### config.mk
export PLATFORM = sky130hd
export DESIGN_NAME = progmem_arbiter
export DESIGN_NICKNAME = d
export VERILOG_FILES = /design/src/rtl/progmem_arbiter.sv
export SDC_FILE = /design/constraint.sdc
export NUM_CORES = 1
export LEC_CHECK = 0
export CAP_MARGIN = 20
export CORE_MARGIN = 5
export CORE_UTILIZATION = 26
export CTS_CLUSTER_SIZE = 10
export DETAILED_ROUTE_END_ITERATION = 6
export MAX_ROUTING_LAYER = met4
export PLACE_DENSITY = 0.81
export SYNTH_ARGS = -nofsm -noshare
export SYNTH_HDL_FRONTEND = slang
export SYNTH_SLANG_ARGS = --single-unit
### constraint.sdc
create_clock -name clk_i -period 1.9 [get_ports clk_i]
set_input_delay 0.285 -clock clk_i [delete_from_list [all_inputs] [get_ports clk_i]]
set_output_delay 0.285 -clock clk_i [all_outputs]
set_load 0.1 [all_outputs]
### src/rtl/progmem_arbiter.sv
// Two-master arbiter in front of a single program memory port.
// m0 (instruction fetch) and m1 (data) share one slave port; a watchdog aborts stalled transfers.
module progmem_arbiter #(
  parameter int TIMEOUT = 16,
  parameter int RR      = 1
) (
  input  logic        clk_i,
  input  logic        rst_ni,

  input  logic        m0_cyc_i,
  input  logic        m0_we_i,
  input  logic [3:0]  m0_sel_i,
  input  logic [15:0] m0_adr_i,
  input  logic [31:0] m0_dat_i,
  output logic        m0_ack_o,
  output logic        m0_err_o,

  input  logic        m1_cyc_i,
  input  logic        m1_we_i,
  input  logic [3:0]  m1_sel_i,
  input  logic [15:0] m1_adr_i,
  input  logic [31:0] m1_dat_i,
  output logic        m1_ack_o,
  output logic        m1_err_o,

  output logic [31:0] m_dat_o,

  output logic        s_cyc_o,
  output logic        s_we_o,
  output logic [3:0]  s_sel_o,
  output logic [15:0] s_adr_o,
  output logic [31:0] s_dat_o,
  input  logic        s_ack_i,
  input  logic [31:0] s_dat_i,

  output logic [1:0]  gnt_o
);

  // Handshake: a master raises cyc and holds it (with stable we/sel/adr/dat) until it
  // sees ack or err; while cyc stays high after an ack the grant is kept (bus lock),
  // and dropping cyc releases the grant on the next edge.

  typedef enum logic [1:0] {
    S_IDLE = 2'd0,
    S_GNT0 = 2'd1,
    S_GNT1 = 2'd2
  } state_t;

  localparam logic [7:0] WDOG_LIMIT = 8'(TIMEOUT - 1);

  state_t     state_q, state_d;
  logic       last_q, last_d;    // 1: m1 won the most recent grant
  logic [7:0] wdog_q, wdog_d;

  logic granted;
  logic sel_cyc;
  logic timeout;

  always_comb begin
    granted = (state_q != S_IDLE);
    sel_cyc = (state_q == S_GNT1) ? m1_cyc_i : m0_cyc_i;
    // An ack on the last allowed cycle completes the transfer instead of aborting it.
    timeout = granted && (wdog_q == WDOG_LIMIT) && !s_ack_i;
  end

  always_ff @(posedge clk_i or negedge rst_ni) begin
    if (!rst_ni) begin
      state_q <= S_IDLE;
      last_q  <= 1'b1;
      wdog_q  <= 8'd0;
    end else begin
      state_q <= state_d;
      last_q  <= last_d;
      wdog_q  <= wdog_d;
    end
  end

  always_comb begin
    state_d = state_q;
    last_d  = last_q;
    wdog_d  = wdog_q;
    case (state_q)
      S_IDLE: begin
        wdog_d = 8'd0;
        if (m0_cyc_i && m1_cyc_i) begin
          if ((RR != 0) && !last_q) begin
            state_d = S_GNT1;
            last_d  = 1'b1;
          end else begin
            state_d = S_GNT0;
            last_d  = 1'b0;
          end
        end else if (m0_cyc_i) begin
          state_d = S_GNT0;
          last_d  = 1'b0;
        end else if (m1_cyc_i) begin
          state_d = S_GNT1;
          last_d  = 1'b1;
        end
      end
      S_GNT0, S_GNT1: begin
        // Always pass through idle between grants so arbitration is re-evaluated.
        if (!sel_cyc || timeout) begin
          state_d = S_IDLE;
        end else if (s_ack_i) begin
          wdog_d = 8'd0;
        end else begin
          wdog_d = wdog_q + 8'd1;
        end
      end
      default: begin
        state_d = S_IDLE;
      end
    endcase
  end

  always_comb begin
    s_cyc_o = 1'b0;
    s_we_o  = 1'b0;
    s_sel_o = 4'd0;
    s_adr_o = 16'd0;
    s_dat_o = 32'd0;
    case (state_q)
      S_GNT0: begin
        s_cyc_o = m0_cyc_i && !timeout;
        s_we_o  = m0_we_i;
        s_sel_o = m0_sel_i;
        s_adr_o = m0_adr_i;
        s_dat_o = m0_dat_i;
      end
      S_GNT1: begin
        s_cyc_o = m1_cyc_i && !timeout;
        s_we_o  = m1_we_i;
        s_sel_o = m1_sel_i;
        s_adr_o = m1_adr_i;
        s_dat_o = m1_dat_i;
      end
      default: begin
      end
    endcase
  end

  // gnt_o is the one-hot view of the arbiter state.
  always_comb begin
    m0_ack_o = (state_q == S_GNT0) && s_ack_i;
    m1_ack_o = (state_q == S_GNT1) && s_ack_i;
    m0_err_o = (state_q == S_GNT0) && timeout;
    m1_err_o = (state_q == S_GNT1) && timeout;
    gnt_o    = {state_q == S_GNT1, state_q == S_GNT0};
    m_dat_o  = s_dat_i;
  end

endmodule

After elaboration in Yosys (flattened, before gate mapping)

Cells that the tools add are included.
W data, S select, Z words.

Register bits: 11
Output and inout port bits: 92
Logic and storage cells: 50

Add/sub/neg operators: 1
Eq/ne operators: 6
Multiplexer cells: 19
Reductions and logical operators: 21

Operators by type and width:

| cell                  | number |
|---|---|
| $pmux W32 S2          | 1 |
| $pmux W16 S2          | 1 |
| $mux W8               | 2 |
| $pmux W8 S2           | 1 |
| $mux W2               | 5 |
| $logic_and A1 B1 Y1   | 9 |
| $add A8 B1 Y8 const B | 1 |
| $eq A8 B4 Y1 const B  | 1 |
| $pmux W4 S2           | 1 |
| $reduce_and A2 Y1     | 3 |
| $mux W1               | 5 |
| $ne A2 B2 Y1 const B  | 2 |
| $ne A4 B4 Y1 const B  | 1 |
| $pmux W1 S2           | 2 |
| $pmux W2 S2           | 1 |
| $reduce_bool A2 Y1    | 2 |
| $logic_not A1 Y1      | 3 |
| $reduce_bool A3 Y1    | 1 |
| $eq A2 B1 Y1 const B  | 1 |
| $eq A2 B2 Y1 const B  | 1 |
| $logic_not A2 Y1      | 1 |
| $reduce_or A2 Y1      | 1 |
| $logic_or A1 B1 Y1    | 1 |

Depth between registers and ports, before layout

Depth after elaboration: 6
Mapped depth: 7
Mapped depth without buffers: 6

Worst setup path after synthesis

No wires, ideal clock.

Path type: register to output
From: reg state_q[0]
To: out s_dat_o[25]
Arrival time: 3376 ps
Data required time: 1615 ps
Path slack: -1761 ps
Stages on the path, launching flop included: 7
Cells stage by stage: dfrtp_1 inv_1 ha_1 clkbuf_1 clkbuf_1 a22oi_1 nor2b_1

Cells in the longest elaborated chain, start to end: 2

RTL lines:

| item                   | RTL line | text |
|---|---|---|
| from (decl)            | 51       | `state_t state_q, state_d;` |
| from (signal assigned) | 72       | `state_q <= state_d;` |
| $eq A2 B2 Y1           | --       |  |
| via gnt_o[1]           | 36       | `output logic [1:0] gnt_o` |
| $pmux W32 S2           | 123      | `case (state_q)` |
| to (decl)              | 32       | `output logic [31:0] s_dat_o,` |

The timed path passes the listed nets, and every way through them passes these cells.

Final worst setup path

From: reg state_q[0]
To: out s_sel_o[0]

Cells in the longest elaborated chain, start to end: 2

RTL lines:

| item                                                | RTL line | text |
|---|---|---|
| $eq A2 B2 Y1 / $eq A2 B1 Y1 (equally long branches) | 123      |  |
| $pmux W4 S2 *                                       | 123      |  |
| to (decl)                                           | 30       | `output logic [3:0] s_sel_o,` |

Every way passes the cells marked *; elsewhere a longest branch is shown, timed or not.

==> impl_results.md <==
* Outcome: complete, but fails checks
* Failing checks: setup timing
* Sequential fraction of the synthesis area at roughly 16%
* Layout net count at 560
* Worst hold path type: in2async
* Final setup margin at -0.1271 ns
* Max Root-Sink Buffers at 2
* Initial antenna violation count at 0
* Htree depth at 1
* WHS at 0.3858 ns
* Final setup vio count at between 50 and 60
* FF-to-FF End: wdog_q[7]
* Synthesized instance count at 235
* Hpwl dp at 7973 um
* Syn_nets at 382
* DR vias/cell at 5.640
* Crit path kind: reg2out
* Req. time, crit path at 1.62 ns
* Cell Area, Placed at about 4600 sq um
* P&R area growth vs syn at 208.9%
* Crit path capture type: output pin
* Final Hold Vio Count at 0
* Design area at 5484 sq um
* Switching fraction of total power at 51.64%
* Clock Skew at roughly 0.00054 ns
* FF+latch count, synth at 11
* NetSw at approximately 5.4 mW
* Initial Util at between 20% and 30%
* Worst-margin pin slew at 0.5095 ns
* Wire per inst at 27.65 um
* Most common cell type on the critical path: buf_12
* Final ANT Viol Nets at 0
* PwrDens at 1917 nW/um^2
* Row Count at 30
* Leakage power at roughly 2.1 nW
* Largest net degree at the start of global routing at 22
* Worst R2R Path Depth at 7
* Io pins at 235
* Synth warn at 0
* First DRT Iteration DRCs at 120
* WP data arrival at 1.74 ns
* Die area at 8581 sq um
* Total Routed Length at 13600 um
* Fin. max-slew vios at 0
* Max-Cap Viols at 0
* R2R Path Start: wdog_q[1]
* Worst-path cell chain: buf_6 -> ha_4 -> buf_12 -> a22oi_1 -> nor2b_4 -> buf_12
* IO Port Bufs at 170
* Core box area at 6719 sq um
* Clock share of power at about 2.3%
* Final RePlAce weighted congestion at 0.8270
* Unrepaired setup endpoints after global routing: true
* Internal power at 5.085 mW
* CTS Buf Count at 3
* DRC at 0
* Synth Cell Area at 1775 sq um
* Netlist cell types at 35
* Worst-path clk slew at 0.05 ns
* Final core occ at approximately 82%
* Fin crit share at 106.7%
* VDD IR max at 0.001226 V
* Fmax at a little under 500 MHz
* R2r setup slk at 0.03 ns
* Die X at ~93 um
* Power share of the combinational group at 94.6%
* Slowest CP cell: dfrtp_1
* Share of cells above drive strength 1 at approximately three fifths
* CP max FO at 14
* Syn Area/Cell at approximately 7.6 sq um
* Slowest Stage Delay on Critical Path at 0.39 ns
* Clock latency on the worst-skew pair at 0.24 ns
* Chip height at 92.64 um
* Pwr Total at 10.52 mW
* Total grt overflow at 0
* Root Driver: clkbuf_8
* Via count at 2775
* Post-layout min period at roughly 2.0 ns
* Vias in the first global route at 2747
* Drt pass-1 iters at 4
* Gr usage total at between 20% and 30%
* CTS tree: built
* N_diodes at 0
* Global-route wire length before repair at 17120 um
* Worst slack at placement at 0.05885 ns
* Slew margin rel. at 65.92%
* Crit start category: register
* Post-CTS Hold Buffers at 0
* Register share of total power at 3.1%
* CTS sink count at 11
worst max path at each step:
stage | slack (ns) | cells after the start | from | endpoint
finish | -0.13 | 6 | state_q[0] | s_sel_o[0]
CTS | -0.10 | 7 | state_q[0] | s_adr_o[10]
detailed placement | 0.06 | 6 | state_q[1] | s_dat_o[31]
floorplan | -0.21 | 6 | state_q[1] | s_adr_o[0]
global placement | 0.04 | 6 | s_ack_i | m1_err_o
global route | -0.20 | 6 | state_q[0] | s_sel_o[0]
timing repair:
| item | CTS | global route |
|---|---|---|
| gates cloned | 7 | 8 |
| setup endpoints to repair | 56 | 60 |
| gates resized for setup | 40 | 19 |
| setup buffers | 13 | 11 |
| pin swaps | 20 | 17 |
flip-flops by register name, summed over array words and instances, names as in the netlist:
register	count
state_q	2
wdog_q	8
last_q	1
metrics by stage:
stage / cells / setup TNS, ns
floorplan: 235 / -10.76
global placement: 451 / 0
detailed placement: 451 / 0
CTS: 475 / -2.857
global route: 492 / -5.972
finish: 492 / -3.684
cell usage after synthesis:
master / instances / area, sq um
a21o_2: 1 / 8.760
and3_4: 2 / 22.52
buf_2: 1 / 5.000
buf_4: 32 / 240.2
nor2_1: 5 / 18.77
buf_1: 2 / 7.510
mux2_2: 2 / 22.52
nand4_1: 4 / 25.02
nand2b_1: 2 / 12.51
clkbuf_1: 16 / 60.06
a211o_1: 2 / 17.52
nor2b_1: 54 / 337.8
and3_1: 3 / 18.77
and3b_1: 1 / 8.760
inv_1: 2 / 7.510
nor3b_1: 2 / 15.01
buf_6: 1 / 11.26
o31ai_1: 1 / 7.510
a21oi_1: 2 / 10.01
ha_1: 4 / 50.05
or4_1: 1 / 7.510
nor4_1: 2 / 12.51
xnor2_1: 1 / 8.760
o21ai_0: 1 / 5.000
nor3_1: 1 / 5.000
a31oi_1: 1 / 6.260
o211ai_1: 1 / 7.510
dfstp_2: 1 / 26.28
nand2_1: 3 / 11.26
nand3_1: 10 / 50.05
a22o_1: 3 / 26.28
nand3b_1: 3 / 22.52
dfrtp_1: 10 / 250.2
a22oi_1: 53 / 397.9
and2_1: 5 / 31.28
metal layers:
metal | track usage [%] | vias up | wire length (um)
met4 | 10.26 | 0 | 621
met1 | 25.41 | 1352 | 4497
li1 | - | 1185 | -
met5 | - | - | 0
met3 | 10.97 | 53 | 1453
met2 | 48.22 | 185 | 7029
placed cells by master (no fill, tap or decap), types with 5 or more instances in the layout:
cell,instances
nand3_1,9
clkdlybuf4s50_1,110
buf_6,5
nor2b_4,53
buf_4,25
clkbuf_16,7
dfrtp_1,9
a22oi_2,50
buf_16,6
buf_12,71
worst max-delay path: cells and delay by family (launching register included):
kind | cells | cell delay (ns)
buf+inv | 3 | 0.47
flops | 1 | 0.39
compound gates | 1 | 0.36
fa+ha+maj | 1 | 0.18
simple gates | 1 | 0.09
power groups by stage:
stage | combinational, mW | sequential [mW] | clock (mW)
final | 9.95 | 0.327 | 0.240
after global routing | 10.2 | 0.336 | 0.255
after CTS | 8.83 | 0.319 | 0.246
after detailed placement | 7.84 | 0.335 | 0
after global placement | 7.76 | 0.331 | 0
after floorplan | 5.83 | 0.327 | 0
cell families after synthesis:
family | count (synthesis) | synth area share (%)
buf+inv | 54 | 18.68
mux | 2 | 1.268
xor+xnor | 1 | 0.4934
compound gates | 65 | 27.41
simple gates | 98 | 33.76
fa+ha+maj | 4 | 2.819
flops | 11 | 15.57
final cells by class:
type	instances	area, sq um
Sequential cell	11	277.8
Timing Repair Buffer	225	3122
Inverter	2	10.01
Tap cell	80	100.1
Clock buffer	4	45.04
Multi-Input combinational cell	170	1929
Fill cell	291	1235
No activity file was read; power rests on OpenSTA's default activity.
==> variant 1: new RTL, same flow settings <==
Make the reset (`rst_ni`) synchronous in one clocked block.
--- a/src/rtl/progmem_arbiter.sv
+++ b/src/rtl/progmem_arbiter.sv
@@ -63,7 +63,7 @@
     timeout = granted && (wdog_q == WDOG_LIMIT) && !s_ack_i;
   end
 
-  always_ff @(posedge clk_i or negedge rst_ni) begin
+  always_ff @(posedge clk_i) begin
     if (!rst_ni) begin
       state_q <= S_IDLE;
       last_q  <= 1'b1;
Function: differs if rst_ni is asserted again (counterexample within 4 cycles, from zero or initial values and one cycle with rst_ni low); with rst_ni held inactive, the same outputs for 10 cycles.
==> variant 1 against the unedited design <==
- the flow still finishes with violations (setup timing)
- wire length decreased by 5.8%
- setup slack lost 93 ps
- worst hold slack improved by 130 ps
- synthesized cell count up 3.8%
- area after synthesis down 1.3%
- largest cell class unchanged
- critical path depth is 3 higher
- sequential share of layout area shrank 0.84 points
- critical path type unchanged
- count of clock-buffer cells in the layout stayed put
- fmax fell by 4.4%
- sequential cell count unchanged
- design area shrank 3.9%
- final cell count increased by 1.0%
Power is left out: it rests on default switching activity, and per cell area and clock period it moved more than threefold.
==> variant 1: results (changes against the unedited design) <==
stage;metric;value;unit;change
worst_setup_path;worst setup path endpoint;s_dat_o[16];;was s_sel_o[0]
synth;syn nets;391;;was 382
synth;sequential-to-total area share from yosys stat;12.56;%;was 15.57%
worst_setup_path;Data arrival, critical path;1830;ps;was 1740 ps
status;status;finished, violations left;;unchanged
global_routing;pin count of the biggest net entering global routing;30;;was 22
timing;max_slew headroom;79.38;%;was 65.92%
timing;setup violators final;57;;was 53
worst_hold_path;Hold Path Class;register to register;;was input port to async pin
final_layout;share of layout cells above drive strength 1;57.73;%;was 59.22%
global_routing;first-pass GRT wire length;17330;microns;was 17120 microns
final_layout;Fillers;347;;was 291
worst_setup_path;crit-path max FO;7;;was 14
synth;top_reg_cell synth;dfxtp_1;;was dfrtp_1
synth;Commonest cells post-synth;nor2b_1, a22oi_1, buf_4;;unchanged
detailed_routing;vias per cell;5.537;;was 5.640
worst_setup_path;FF-to-FF End;wdog_q[4];;was wdog_q[7]
worst_setup_path;FF-to-FF path depth;8;;was 7
detailed_routing;1st-iter DRT viols;133;;was 120
clock_network;clk_lat worst skew;250;ps;
final_layout;nets;562;;was 560
detailed_routing;DR WL/cell;25.78;microns;was 27.65 microns
place;Detailed Place HPWL;7986;microns;was 7973 microns
status;failing checks;setup timing;;unchanged
global_routing;vias in the first global route;2841;;was 2747
synth;Area contributors post-synth;a22oi_1, nor2b_1, buf_4;;was a22oi_1, nor2b_1, dfrtp_1
worst_setup_path;FF-to-FF Start;wdog_q[1];;unchanged
timing;clock skew;1.779;ps;was 0.5407 ps
timing;PnR worst setup slack;-219.7;ps;was -127.1 ps
synth;fraction of registers with async set or reset after synthesis;0;%;was 100.0%
worst_setup_path;worst setup path startpoint;state_q[0];;unchanged
variant 1: cell count changes after synthesis, sizes merged, moves of 4 or more:
cell | unedited run | this run
a21oi | 2 | 6
dfrtp | 10 | 0
dfxtp | 0 | 11
nand2 | 3 | 7
nand3 | 10 | 4
o21ai | 1 | 6
variant 1: layer usage:
metal	global-route usage, %	vias to the layer above	wire length, microns	share of wire, %
met5	-	-	0	0
met4	13.86	0	777	6.1
met3	6.891	62	1081	8.4
met2	50.43	172	6873	54
met1	25.88	1312	4080	32
li1	-	1206	-	-
variant 1: how the worst min path moves through the flow:
stage,start,endpoint,slack (ps),cells after the start
2_1_floorplan,rst_ni,last_q,360,1
3_3_place_gp,wdog_q[3],wdog_q[3],490,1
3_5_place_dp,wdog_q[1],wdog_q[1],500,2
4_1_cts,wdog_q[1],wdog_q[1],510,2
5_1_grt,wdog_q[1],wdog_q[1],550,2
6_report,wdog_q[1],wdog_q[1],520,2
variant 1: stage by stage:
stage | cell area [sq um] | instances | hold WS [ps] | worst slack, ps | TNS, ps
2_1_floorplan | 2555 | 244 | 361.2 | -108.4 | -5284
3_3_place_gp | 4606 | 463 | 490.5 | -256.6 | -1796
3_5_place_dp | 4606 | 463 | 497.5 | -272.3 | -2046
4_1_cts | 5051 | 481 | 505.0 | -223.6 | -4932
5_1_grt | 5273 | 497 | 548.3 | -293.2 | -12530
6_report | 5273 | 497 | 518.1 | -219.7 | -8561
variant 1: final cells by class:
type	instances	share of cell area, %
antenna	3	0.1424
clock buffer	4	0.8543
multi-input combinational	175	36.52
sequential	11	4.224
inverter	5	0.3560
tap	80	1.898
timing repair buffer	219	56.00
variant 1: cells by family (layout without fill, tap and decap cells):
family                   count (synthesis)  in the layout  synth area share [%]
other                                    0              3                     0
AO/OA/AOI/OAI                           76             76                 31.26
buffers and inverters                   58            228                 19.91
AND/OR/NAND/NOR                         93             93                 32.19
flip-flops                              11             11                 12.56
multiplexers                             2              2                 1.213
adder cells (fa/ha/maj)                  4              4                 2.855
variant 1: timing repair:
action	4_1_cts	5_1_grt
endpoints found under the setup margin	54	66
resized for setup	47	19
hold buffers	0	0
setup buffers	10	12
pin swaps	29	14
gates cloned	4	3
variant 1: worst max-delay path, cell delays in order, from the launching register on:
cell,delay [ps]
dfxtp_2,330
inv_2,50
buf_4,130
buf_6,110
ha_4,180
buf_6,120
buf_12,130
a22oi_2,270
nor2b_4,80
buf_12,170
==> variant 2: new RTL, config.mk and constraints unchanged <==
Without the edit above. Set the parameter `TIMEOUT` to 15 (it was 16).
--- a/src/rtl/progmem_arbiter.sv
+++ b/src/rtl/progmem_arbiter.sv
@@ -1,7 +1,7 @@
 // Two-master arbiter in front of a single program memory port.
 // m0 (instruction fetch) and m1 (data) share one slave port; a watchdog aborts stalled transfers.
 module progmem_arbiter #(
-  parameter int TIMEOUT = 16,
+  parameter int TIMEOUT = 15,
   parameter int RR      = 1
 ) (
   input  logic        clk_i,
Behaviour: no difference found for any inputs over 10 cycles, from zero or initial values and one cycle with rst_ni low; that may be too few to reach the edited logic, so the function may still have changed.
==> variant 2 against the unedited design <==
- the run still ends with setup timing left
- area after synthesis up 4.4%
- fmax down 8.9%
- sequential share of layout area fell by 0.066 points
- die area up 4.0%
- register-to-register slack worse by 40 ps
- sequential cell count unchanged
- total power fell by 4.5%
- core utilization shrank 1.1 points
- design area is 0.87% higher
- setup slack got worse by 200 ps
- clock skew is 2.0 ps higher
- wire length decreased by 10%
- highest routed layer unchanged
==> variant 2: results (changes against the unedited design) <==
stage;metric;value;unit;change
synth;Commonest cells post-synth;nor2b_1, a22oi_1, buf_4;;unchanged
global_routing;first-pass GRT wire length;17620;microns;was 17120 microns
synth;syn nets;397;;was 382
global_routing;vias in the first global route;2900;;was 2747
final_layout;Buffers excl. clock;222;;was 225
timing;setup violators final;59;;was 53
global_routing;met3 Usage GRT;5.657;%;was 10.97%
timing;PnR worst setup slack;-324.0;ps;was -127.1 ps
detailed_routing;max layer used;met4;;unchanged
final_layout;multi-input logic area;2031;sq um;was 1929 sq um
synth;sequential-to-total area share from yosys stat;14.91;%;was 15.57%
place;Final Wtd Congestion;0.9102;;was 0.8270
synth;Area contributors post-synth;a22oi_1, nor2b_1, dfrtp_1;;unchanged
synth;Cell variety after synth;39;;was 35
power_and_ir_drop;Worst IR Drop VDD;1266;uV;was 1226 uV
global_routing;Global Route Usage Sum;26.87;%;was 26.72%
worst_hold_path;Hold Path Class;input port to async pin;;unchanged
clock_network;clk_lat worst skew;250;ps;
worst_setup_path;delay-heaviest family, CP;simple AND/OR/NAND/NOR gates;;was buffers and inverters
detailed_routing;routed wl met2;6542;microns;was 7029 microns
global_routing;pin count of the biggest net entering global routing;38;;was 22
global_routing;met1 GRT Util;28.90;%;was 25.41%
detailed_routing;metal3 WL;988;microns;was 1453 microns
synth;Synth Instances;249;;was 235
final_layout;clock-cell share of area;0.8143;%;was 0.8214%
timing;max_slew headroom;61.09;%;was 65.92%
worst_setup_path;R2R setup slack;-10;ps;was 30 ps
final_layout;Multi-In Gates;179;;was 170
timing;clock skew;2.496;ps;was 0.5407 ps
final_layout;Finished Layout Cells;516;;was 492
final_layout;share of layout cells above drive strength 1;58.57;%;was 59.22%
global_routing;grt met2 use;49.23;%;was 48.22%
place;Cells after DPL;482;;was 451
power_and_ir_drop;Leak Pwr;2.058;nW;was 2.104 nW
place;Detailed Place HPWL;7902;microns;was 7973 microns
final_layout;nets;569;;was 560
detailed_routing;vias per cell;5.236;;was 5.640
clock_network;Clock Tree Root;clkbuf_8;;unchanged
worst_setup_path;Data arrival, critical path;1940;ps;was 1740 ps
final_layout;Signal inverters;4;;was 2
status;failing checks;setup timing;;unchanged
clock_network;cts bufs inserted;3;;unchanged
timing;hold slack final;402.2;ps;was 385.8 ps
final_layout;Seq. cell area;276.5;sq um;was 277.8 sq um
worst_setup_path;Worst path max stage delay;390;ps;about the same
status;status;finished, violations left;;unchanged
detailed_routing;1st-iter DRT viols;116;;was 120
worst_setup_path;crit-path max FO;2;;was 14
detailed_routing;final WL;12240;microns;was 13600 microns
worst_setup_path;Crit-path slowest cell;or3b_4;;was dfrtp_1
detailed_routing;Met1 Wirelength;4329;microns;was 4497 microns
final_layout;buffering overhead;55.03;%;was 56.92%
final_layout;Fillers;361;;was 291
-- variant 2: changes by cell type after synthesis, moves of 4 or more --
| cell | unedited run | this run |
|---|---|---|
| o21ai_0 | 1 | 5 |
| mux2i_1 | 0 | 4 |
| nand3_1 | 10 | 6 |
| nand2_1 | 3 | 8 |
-- variant 2: logic make-up (layout without fill, tap and decap cells) --
group,Yosys count,in the layout,synth area share (%)
flops,11,11,14.91
mux,5,5,2.767
buf+inv,59,230,18.42
compound gates,80,80,31.65
simple gates,89,89,28.88
fa+ha+maj,5,5,3.374
-- variant 2: repair_timing --
action	CTS	global route
setup buffers	18	9
endpoints found under the setup margin	57	67
cloned	12	1
pin swaps	43	16
gates resized for setup	36	23
-- variant 2: worst paths after layout --
kind / start / endpoint / cells past startpoint
worst max-delay path: wdog_q[0] / s_cyc_o / 6
max in group asynchronous: rst_ni / wdog_q[3] / 1
worst max register to register: wdog_q[0] / wdog_q[2] / 7
worst min-delay path: rst_ni / wdog_q[1] / 1
min in group clk_i: last_q / last_q / 2
worst min register to register: last_q / last_q / 2
-- variant 2: metrics by stage --
| stage | setup slack (ps) | total power [mW] | cell area, sq um | setup TNS [ps] |
|---|---|---|---|---|
| floorplan | -200.6 | 6.508 | 2746 | -10540 |
| global placement | -28.12 | 8.410 | 4851 | -81.29 |
| detailed placement | -55.82 | 8.498 | 4851 | -186.5 |
| CTS | -262.4 | 9.962 | 5478 | -6586 |
| global route | -355.5 | 10.33 | 5532 | -10780 |
| finish | -324.0 | 10.04 | 5532 | -6755 |
-- variant 2: power by group --
group | total (mW) | internal, mW | switching [mW]
clock network | 0.258 | 0.149 | 0.109
registers | 0.359 | 0.299 | 0.0602
logic | 9.43 | 4.25 | 5.17
total | 10.0 | 4.70 | 5.34
